<file path="src/rtl/scroll_pkg.sv">
// Shared scroll/score types: FSM encodings, BCD helper, default screen geometry.
// Pure declarations; no state, no flow control.
package scroll_pkg;

  typedef enum logic [1:0] {
    ST_IDLE  = 2'b00,
    ST_RUN   = 2'b01,
    ST_PAUSE = 2'b10,
    ST_OVER  = 2'b11
  } state_t;

  localparam int SCREEN_H_DEF = 480;
  localparam int Y_OFFSET_DEF = 150;

  // Only valid for 0..99, which is all the score ever reaches.
  function automatic logic [7:0] to_bcd(input logic [6:0] bin);
    logic [3:0] tens;
    logic [3:0] units;
    tens  = 4'(bin / 7'd10);
    units = 4'(bin % 7'd10);
    return {tens, units};
  endfunction

endpackage

</file>
<file path="src/rtl/scroll_tick_gen.sv">
// Step timer: counts enabled clocks, fires when the count reaches period-1.
// fire_o is same-cycle combinational, step_o its registered copy; disabled clocks hold the count.
module scroll_tick_gen #(
  parameter int CW = 17
) (
  input  logic          clk_i,
  input  logic          reset_i,
  input  logic          clear_i,
  input  logic          en_i,
  input  logic [CW-1:0] period_i,
  output logic          fire_o,
  output logic          step_o
);

  logic [CW-1:0] ctr_q, ctr_d;
  logic          step_q, step_d;

  assign fire_o = en_i && (ctr_q >= (period_i - CW'(1)));

  always_comb begin
    ctr_d  = ctr_q;
    step_d = 1'b0;
    if (fire_o) begin
      ctr_d  = '0;
      step_d = 1'b1;
    end else if (en_i) begin
      ctr_d = ctr_q + CW'(1);
    end
  end

  always_ff @(posedge clk_i) begin
    if (reset_i || clear_i) begin
      ctr_q  <= '0;
      step_q <= 1'b0;
    end else begin
      ctr_q  <= ctr_d;
      step_q <= step_d;
    end
  end

  assign step_o = step_q;

endmodule

</file>
<file path="src/rtl/scroll_ctrl.sv">
// Vertical scroll + score controller; all outputs registered, one-cycle step pulse per scroll.
// SCROLL_SPEEDUP_EN enables the level-driven period ramp; undefined ties level to 0.
module scroll_ctrl
  import scroll_pkg::*;
#(
  parameter int YW          = 10,
  parameter int SCREEN_H    = SCREEN_H_DEF,
  parameter int Y_OFFSET    = Y_OFFSET_DEF,
  parameter int MOVE_AMT    = 2,
  parameter int SPEED_INIT  = 100000,
  parameter int SPEED_MIN   = 40000,
  parameter int SPEED_STEP  = 10000,
  parameter int SCORE_TICKS = 70,
  parameter int SCORE_MAX   = 99,
  parameter int LEVEL_PTS   = 10,
  parameter int LEVEL_MAX   = 7
) (
  input  logic          clk,
  input  logic          reset,
  input  logic          start,
  input  logic          pause,
  input  logic          collide,
  input  logic          move_btn,
  output logic [YW-1:0] y_pos,
  output logic          step,
  output logic [6:0]    score,
  output logic [7:0]    score_bcd,
  output logic [2:0]    level,
  output logic [1:0]    state
);

  localparam int CW  = $clog2(SPEED_INIT + 1);
  localparam int SCW = (SCORE_TICKS > 1) ? $clog2(SCORE_TICKS) : 1;

  state_t         state_q;
  logic [YW-1:0]  y_pos_q;
  logic [6:0]     score_q;
  logic [7:0]     score_bcd_q;
  logic [SCW-1:0] score_ctr_q;

  logic [CW-1:0]  period;
  logic           fire;
  logic           restart;
  logic [YW:0]    y_sum_d;
  logic [YW-1:0]  y_next_d;
  logic [6:0]     score_inc_d;

`ifdef SCROLL_SPEEDUP_EN
  logic [2:0] level_q;
  int         drop;

  assign drop   = int'(level_q) * SPEED_STEP;
  assign period = ((SPEED_INIT - drop) <= SPEED_MIN) ? CW'(SPEED_MIN) : CW'(SPEED_INIT - drop);
  assign level  = level_q;
`else
  assign period = CW'(SPEED_INIT);
  assign level  = 3'd0;
`endif

  assign restart     = (state_q == ST_OVER) && start;
  assign y_sum_d     = {1'b0, y_pos_q} + (YW+1)'(MOVE_AMT);
  assign y_next_d    = (y_sum_d >= (YW+1)'(SCREEN_H)) ? YW'(y_sum_d - (YW+1)'(SCREEN_H))
                                                      : y_sum_d[YW-1:0];
  assign score_inc_d = score_q + 7'd1;

  // A collide in a would-be step cycle suppresses the step and freezes the counter.
  scroll_tick_gen #(.CW(CW)) u_tick (
    .clk_i    (clk),
    .reset_i  (reset),
    .clear_i  (restart),
    .en_i     ((state_q == ST_RUN) && move_btn && !collide),
    .period_i (period),
    .fire_o   (fire),
    .step_o   (step)
  );

  always_ff @(posedge clk) begin
    if (reset || restart) begin
      state_q     <= ST_IDLE;
      y_pos_q     <= YW'(Y_OFFSET);
      score_q     <= '0;
      score_bcd_q <= '0;
      score_ctr_q <= '0;
`ifdef SCROLL_SPEEDUP_EN
      level_q     <= '0;
`endif
    end else begin
      case (state_q)
        ST_IDLE:  if (start) state_q <= ST_RUN;
        ST_RUN:   if (collide) state_q <= ST_OVER;
                  else if (pause) state_q <= ST_PAUSE;
        ST_PAUSE: if (collide) state_q <= ST_OVER;
                  else if (!pause) state_q <= ST_RUN;
        ST_OVER:  ;
        default:  state_q <= ST_IDLE;
      endcase

      if (fire) begin
        y_pos_q <= y_next_d;
        if (score_ctr_q == SCW'(SCORE_TICKS - 1)) begin
          score_ctr_q <= '0;
          if (score_q < 7'(SCORE_MAX)) begin
            score_q     <= score_inc_d;
            score_bcd_q <= to_bcd(score_inc_d);
`ifdef SCROLL_SPEEDUP_EN
            if ((score_inc_d % 7'(LEVEL_PTS)) == 7'd0 && level_q < 3'(LEVEL_MAX))
              level_q <= level_q + 3'd1;
`endif
          end
        end else begin
          score_ctr_q <= score_ctr_q + SCW'(1);
        end
      end
    end
  end

  assign y_pos     = y_pos_q;
  assign score     = score_q;
  assign score_bcd = score_bcd_q;
  assign state     = state_q;

endmodule
</file>
<file path="config.mk">
export PLATFORM = sky130hd
export DESIGN_NAME = scroll_ctrl
export DESIGN_NICKNAME = d
export VERILOG_FILES = /design/src/rtl/scroll_pkg.sv /design/src/rtl/scroll_tick_gen.sv /design/src/rtl/scroll_ctrl.sv
export SDC_FILE = /design/constraint.sdc
export NUM_CORES = 1
export LEC_CHECK = 0
export BUFFER_PORTS_ARGS = -buffer_cell sky130_fd_sc_hd__buf_2
export CORE_MARGIN = 1.5
export CORE_UTILIZATION = 55
export DETAILED_ROUTE_END_ITERATION = 12
export PLACE_DENSITY = 0.81
export RECOVER_POWER = 50
export SYNTH_ARGS = -nofsm -noshare
export SYNTH_HDL_FRONTEND = slang
export SYNTH_HIERARCHICAL = 1
export SYNTH_SLANG_ARGS = --single-unit
</file>
<file path="constraint.sdc">
create_clock -name clk -period 2.4 [get_ports clk]
set_input_delay 0 -clock clk [delete_from_list [all_inputs] [get_ports clk]]
set_output_delay 0 -clock clk [all_outputs]
set_load 0.01 [all_outputs]
</file>
# Yosys cells after proc, flatten, opt, wreduce, memory -nomap -nowiden
# Cells that the tools add are included.
# Widths: inputs -> output; s select.
dict set report word_totals {
  reg_bits 52
  input_bits 6
  elab_cells 44
  out_inout_bits 31
}
dict set report op_classes {
  muxes 9
  magnitude_cmp 3
  addsub 5
  n_reduce_logical 11
  div 2
  eq_ne 7
}
# operator count
set ops {}
lappend ops {{$add 17x1->17 const B} 1}
lappend ops {{$ge 17x17->1 const B} 1}
lappend ops {{$add 7x1->7 const B} 2}
lappend ops {{$add 10x2->11 const B} 1}
lappend ops {{$ge 11x9->1 const B} 1}
lappend ops {{$mux 10} 1}
lappend ops {{$mux 2} 5}
lappend ops {{$sub 10x9->10 const B} 1}
lappend ops {{$div 7x4->7 const B} 1}
lappend ops {{$eq 7x7->1 const B} 1}
lappend ops {{$lt 7x7->1 const B} 1}
lappend ops {{$mod 7x4->7 const B} 1}
lappend ops {{$mux 7} 1}
lappend ops {{$ne 3x3->1 const B} 2}
lappend ops {{$pmux 2 s3} 1}
lappend ops {{$eq 2x2->1 const B} 2}
lappend ops {{$logic_and 1x1->1} 4}
lappend ops {{$reduce_and 4->1} 1}
lappend ops {{$reduce_and 3->1} 1}
lappend ops {{$reduce_bool 3->1} 1}
lappend ops {{$eq 2x1->1 const B} 1}
lappend ops {{$logic_not 2->1} 1}
lappend ops {{$ne 2x2->1 const B} 1}
lappend ops {{$reduce_or 2->1} 1}
lappend ops {{3 further kinds} 3}

# Logic depth before layout (Yosys ltp)
dict set report depth {
  word_depth 5
  ltp_mapped 18
  depth_no_buf 18
}

# Cells and area by module
# The synthesis kept the hierarchy.
# module area_per_inst_um2 seq_area_each_um2 cells_each instances
set by_module_without_submodules {}
lappend by_module_without_submodules {scroll_ctrl 2586.2 660.6 332 1}
lappend by_module_without_submodules {scroll_tick_gen 1458.9 360.3 179 1}

# Worst setup path after synthesis
# Ideal clock, no wire load.
dict set report synth_timing {
  kind {register to register}
  start {register state_q[1] (netlist: state[1])}
  end {register score_q[4] (netlist: score[4])}
  t_arrival_ns 2.658
  setup_slack_ns -0.328
  stages_incl_launch_ff 15
  path_buffers 1
  setup_time_ns 0.070
  t_required_ns 2.330
  synth_period_minus_slack_ns 2.728
  path_cell_list {dfxtp_1 > inv_1 > ha_1 > nand2_1 > nor2_1 > clkbuf_1 > inv_1 > nor3b_1 > a221oi_2 > inv_1 > and2_1 > nand4_1 > a31o_1 > or3_1 > a21oi_1}
}
dict set report synth_between {
  elab_chain_cells 5
  elab_cells_between_ends 8
  cone_classes {2 x eq/ne; 6 x reduce/logical}
}
# item line
set synth_lines {}
lappend synth_lines {{start: declaration} scroll_ctrl.sv:35} ;# state_t state_q;
lappend synth_lines {{start signal: assignment} scroll_ctrl.sv:79} ;# state_q <= ST_IDLE;
lappend synth_lines {{start signal: assignment} scroll_ctrl.sv:89} ;# ST_IDLE: if (start) state_q <= ST_RUN;
lappend synth_lines {{start signal: assignment} scroll_ctrl.sv:90} ;# ST_RUN: if (collide) state_q <= ST_OVER;
lappend synth_lines {{$eq 2x1->1} scroll_ctrl.sv:71} ;# .en_i ((state_q == ST_RUN) && move_btn && !collide),
lappend synth_lines {{$logic_and 1x1->1 (2 in a row)} scroll_ctrl.sv:71}
lappend synth_lines {{$logic_and 1x1->1} scroll_tick_gen.sv:18} ;# assign fire_o = en_i && (ctr_q >= (period_i - CW'(1)));
lappend synth_lines {{net fire} scroll_ctrl.sv:42} ;# logic fire;
lappend synth_lines {{$reduce_and 3->1 (no line)} n/a}
lappend synth_lines {{end signal: assignment} scroll_ctrl.sv:103} ;# score_q <= score_inc_d;
lappend synth_lines {{end: declaration} scroll_ctrl.sv:37} ;# logic [6:0] score_q;
# The timed path passes the listed nets, and every way through them passes these cells.
# A chain may end at the register's enable or synchronous reset.

# Final worst setup path
dict set report layout_timing {
  start {register u_tick.ctr_q[11]}
  end {register score_bcd_q[6] (netlist: score_bcd[6])}
}
dict set report layout_between {
  elab_chain_cells 3
}
# item line
set layout_lines {}
lappend layout_lines {{start: declaration} scroll_tick_gen.sv:15} ;# logic [CW-1:0] ctr_q, ctr_d;
lappend layout_lines {{start signal: assignment} scroll_tick_gen.sv:36} ;# ctr_q <= ctr_d;
lappend layout_lines {{$ge 17x17->1} scroll_tick_gen.sv:18}
lappend layout_lines {{$logic_and 1x1->1} scroll_tick_gen.sv:18}
lappend layout_lines {{net fire} scroll_ctrl.sv:42}
lappend layout_lines {{$reduce_and 3->1 (no line)} n/a}
lappend layout_lines {{end signal: assignment} scroll_ctrl.sv:104} ;# score_bcd_q <= to_bcd(score_inc_d);
lappend layout_lines {{end: declaration} scroll_ctrl.sv:38} ;# logic [7:0] score_bcd_q;
# The timed path passes the listed nets, and every way through them passes these cells.

==> flow_summary_export.csv <==
group,metric,value,unit
synth,synth.distinct_cells,74,
synth,synth_fa_ha_area_share,9.59,%
status,violations,"negative setup slack",
grt,antenna_found_initial,0,
cts,clkTransAtPathRegs,0.11,ns
timing,finalHoldViolations,0,
power,ir_drop,0.225,mV
critical_path,path_delay_family,"simple AND/OR/NAND/NOR gates",
placement,dp_hpwl,7.71,mm
floorplanning,rows,31,
layout,finish.utilization,75.7,%
timing,finalCriticalPeriod,2.70,ns
timing,relSlewSlack,62.5,%
synth,syn_inst,511,
timing,setup-violations-final,24,
grt,grt_usage,27.4,%
critical_path,critPathRequiredTime,2.60,ns
status,status,"complete, but fails checks",
placement,dp_slack,-0.216,ns
grt,grt_max_degree,22,
placement,port_buffers,32,
cts,cts_buffers,5,
layout,fillers,513,
timing,fin_ws,-0.299,ns
timing,period_share,112,%
layout,nets,696,
routing,viasPerCell,5.45,
floorplanning,start_util,56.4,%
critical_path,critPathCaptureType,"flop",
grt,grt_pass1_wl,17.2,mm
power,p_leak,2.20,nW
layout,seq_area,0.00104,sq mm
timing,worstMarginPinSlew,0.560,ns
placement,globalplace.congestion,0.901,
routing,antenna_left,0,
synth,synth_compound_area_share,17.4,%
timing,holdWs,0.0964,ns
critical_path,path_buf_inv,3,
floorplanning,ios,37,
layout,multi_input_area,0.00328,sq mm
synth,ys_ff_latch,51,
layout,stdcell_count,759,
critical_path,r2r_slack,-0.30,ns
floorplanning,die-area,0.00788,sq mm
routing,wl_per_cell,14.2,um
synth,synthMuxAreaShare,2.17,%
synth,synthSimpleGateAreaFrac,27.0,%
routing,wl,10.8,mm
cts,htreeDepth,2,
critical_path,cp-start-kind,"flop",
critical_path,worstSetupPathType,"reg2reg",
placement,dp_cells,741,
cts,root_buffer,"clkbuf_8",
critical_path,path_max_fanout,3,
timing,finalMaxSlewViolations,0,
timing,finClkSkew,0.00877,ns
critical_path,slowest_stage,"dfxtp_2",
layout,num_antenna_cells,0,
routing,drc,0,
synth,yosysWarnings,6,
cts,cts_sinks,51,
synth,yosysSeqAreaShare,25.2,%
routing,drtPass1Iterations,4,
grt,grt_overflow,0,
grt,grt_pass1_vias,3965,
synth,avgSynthCellArea,7.92,sq um
flow_run,cap_violations,0,
synth,synth_top_family_by_area,"simple AND/OR/NAND/NOR gates",
layout,synthToLayoutAreaGrowth,34.3,%
floorplanning,core_area,0.00718,sq mm
synth,synthArstFlopShare,0,%
synth,synth_area,0.00405,sq mm
synth,synth-edff-count,0,
critical_path,crit_path_cell_trace,"ha_4, nand4_1, nor4_4, and2_4, a221oi_4, inv_2, and2_4, nand4_1, buf_4, a31oi_4, buf_6, o311ai_2, o21ai_1, nor2_1",
power,powerDensity,297,mW/mm^2
worst_hold_path,hold_path.class,"in2reg",
timing,tns,-4.40,ns
critical_path,cpPeakStageDelay,0.35,ns
timing,rsz0062_at_grt,"yes",
critical_path,critPathArrivalTime,2.90,ns
layout,layout-drive-gt1-share,28.9,%
routing,drtIter0Drc,224,
cts,clock_latency,0.32,ns
routing,route.vias.total,4134,
floorplanning,die_y,88.8,um
cts,cts_tree,"yes",
timing,max_freq,370,MHz
synth,synth-xor-area-share,12.3,%
cts,clk_path_buf_depth,2,
floorplanning,die_w,88.8,um
synth,synth-main-ff-cell,"dfxtp_1",
==> final cells by class <==
type | instances | area share (%)
Inverter | 20 | 1.38
Clock inverter | 3 | 0.415
Sequential cell | 51 | 19.2
Multi-Input combinational cell | 463 | 60.4
Clock buffer | 5 | 1.27
Tap cell | 99 | 2.28
Timing Repair Buffer | 118 | 15.0
==> registers in the layout, indices dropped and copies added, names as in the netlist <==
signal and cells:
u_tick/ctr_q 17, state 2, u_tick/step_o 1, y_pos 9, score 7, score_ctr_q 7
score_bcd 8
==> layout by cell type, fill, tap and decap left out, types with 10 or more instances in the layout <==
master	count
a21oi_1	22
and3_1	10
buf_2	19
buf_4	77
clkbuf_1	15
conb_1	56
dfxtp_1	38
dfxtp_2	10
ha_1	19
inv_1	17
nand2_1	50
nand3_1	15
nand4_1	11
nor2_1	58
nor3_1	11
o21ai_0	13
xnor2_1	27
xor2_1	25
==> Yosys cell counts, drive strengths merged (2+ instances only) <==
| master | n | area (sq um) |
|---|---|---|
| nor2 | 60 | 233 |
| nand2 | 56 | 213 |
| dfxtp | 51 | 1020 |
| ha | 31 | 388 |
| xnor2 | 30 | 263 |
| xor2 | 26 | 235 |
| a21oi | 25 | 125 |
| o21ai | 22 | 110 |
| inv | 20 | 75.1 |
| buf | 18 | 120 |
| nand3 | 15 | 75.1 |
| nor3 | 14 | 80.1 |
| clkbuf | 13 | 48.8 |
| and3 | 12 | 76.3 |
| nand4 | 11 | 68.8 |
| a211oi | 7 | 57.6 |
| and2 | 7 | 45.1 |
| nand2b | 7 | 43.8 |
| a31oi | 6 | 52.6 |
| nand3b | 6 | 45.0 |
| mux2i | 5 | 50.1 |
| a2111oi | 4 | 41.3 |
| nor3b | 4 | 35.0 |
| o31ai | 4 | 30.0 |
| or3 | 4 | 25.0 |
| or4 | 4 | 41.3 |
| a21o | 3 | 22.5 |
| a41oi | 3 | 26.3 |
| mux2 | 3 | 37.5 |
| nor2b | 3 | 18.8 |
| nor4b | 3 | 32.5 |
| o22ai | 3 | 18.8 |
| a21boi | 2 | 15.0 |
| conb | 2 | 7.51 |
| nor4 | 2 | 18.8 |
| o21a | 2 | 15.0 |
| o221a | 2 | 22.5 |
| o221ai | 2 | 17.5 |
| o311ai | 2 | 17.5 |
| or2 | 2 | 12.5 |
==> worst min-delay path: cells and delay by family <==
| family | cells | cell delay [ns] |
|---|---|---|
| and+or+nand+nor | 2 | 0.29 |
| buffers and inverters | 1 | 0.09 |
==> repair_timing <==
| action | in CTS | in global routing |
|---|---|---|
| hold buffers | 1 | 0 |
| hold endpoints to repair | 1 | 0 |
| pin swaps | 16 | 18 |
| setup endpoints to repair | 22 | 43 |
| gates resized for setup | 20 | 20 |
| setup buffers | 6 | 5 |
==> power breakdown <==
| part | internal, W | total [W] | switching (W) |
|---|---|---|---|
| Combinational | 0.0000851 | 0.000215 | 0.000130 |
| Clock | 0.000212 | 0.000532 | 0.000320 |
| Sequential | 0.000853 | 0.000866 | 0.0000128 |
==> layer usage <==
metal	track usage (%)	wire length, um	up-vias
met1	31.0	4380	1962
met3	4.57	379	31
li1	-	-	2042
met2	51.1	5790	99
met5	0	0	-
met4	10.2	249	0
==> cell families (layout without fill, tap and decap cells) <==
kind of cell	count (synthesis)	after routing
adders and majority gates	31	31
DFF	51	51
xor gates and xnor gates	56	56
other	2	56
buffers and inverters	51	146
AOI/OAI and AO/OA	99	99
and+or+nand+nor	213	213
muxes	8	8
==> worst paths after layout <==
| path | cells past startpoint | startpoint | endpoint |
|---|---|---|---|
| worst min register to register | 2 | score_bcd[7] | score_bcd[7] |
| worst max-delay path | 14 | u_tick/ctr_q[11] | score_bcd[6] |
| worst min-delay path | 3 | start | u_tick/step_o |
| worst max register to register | 14 | u_tick/ctr_q[11] | score_bcd[6] |
==> metrics by stage <==
stage / total power [W] / cell area (sq um)
after floorplan: 0.00103 / 4460
after global placement: 0.00107 / 5120
after detailed placement: 0.00108 / 5120
after CTS: 0.00160 / 5350
after global routing: 0.00169 / 5430
final: 0.00161 / 5430
Note: power is estimated with default switching activity, not from simulation.
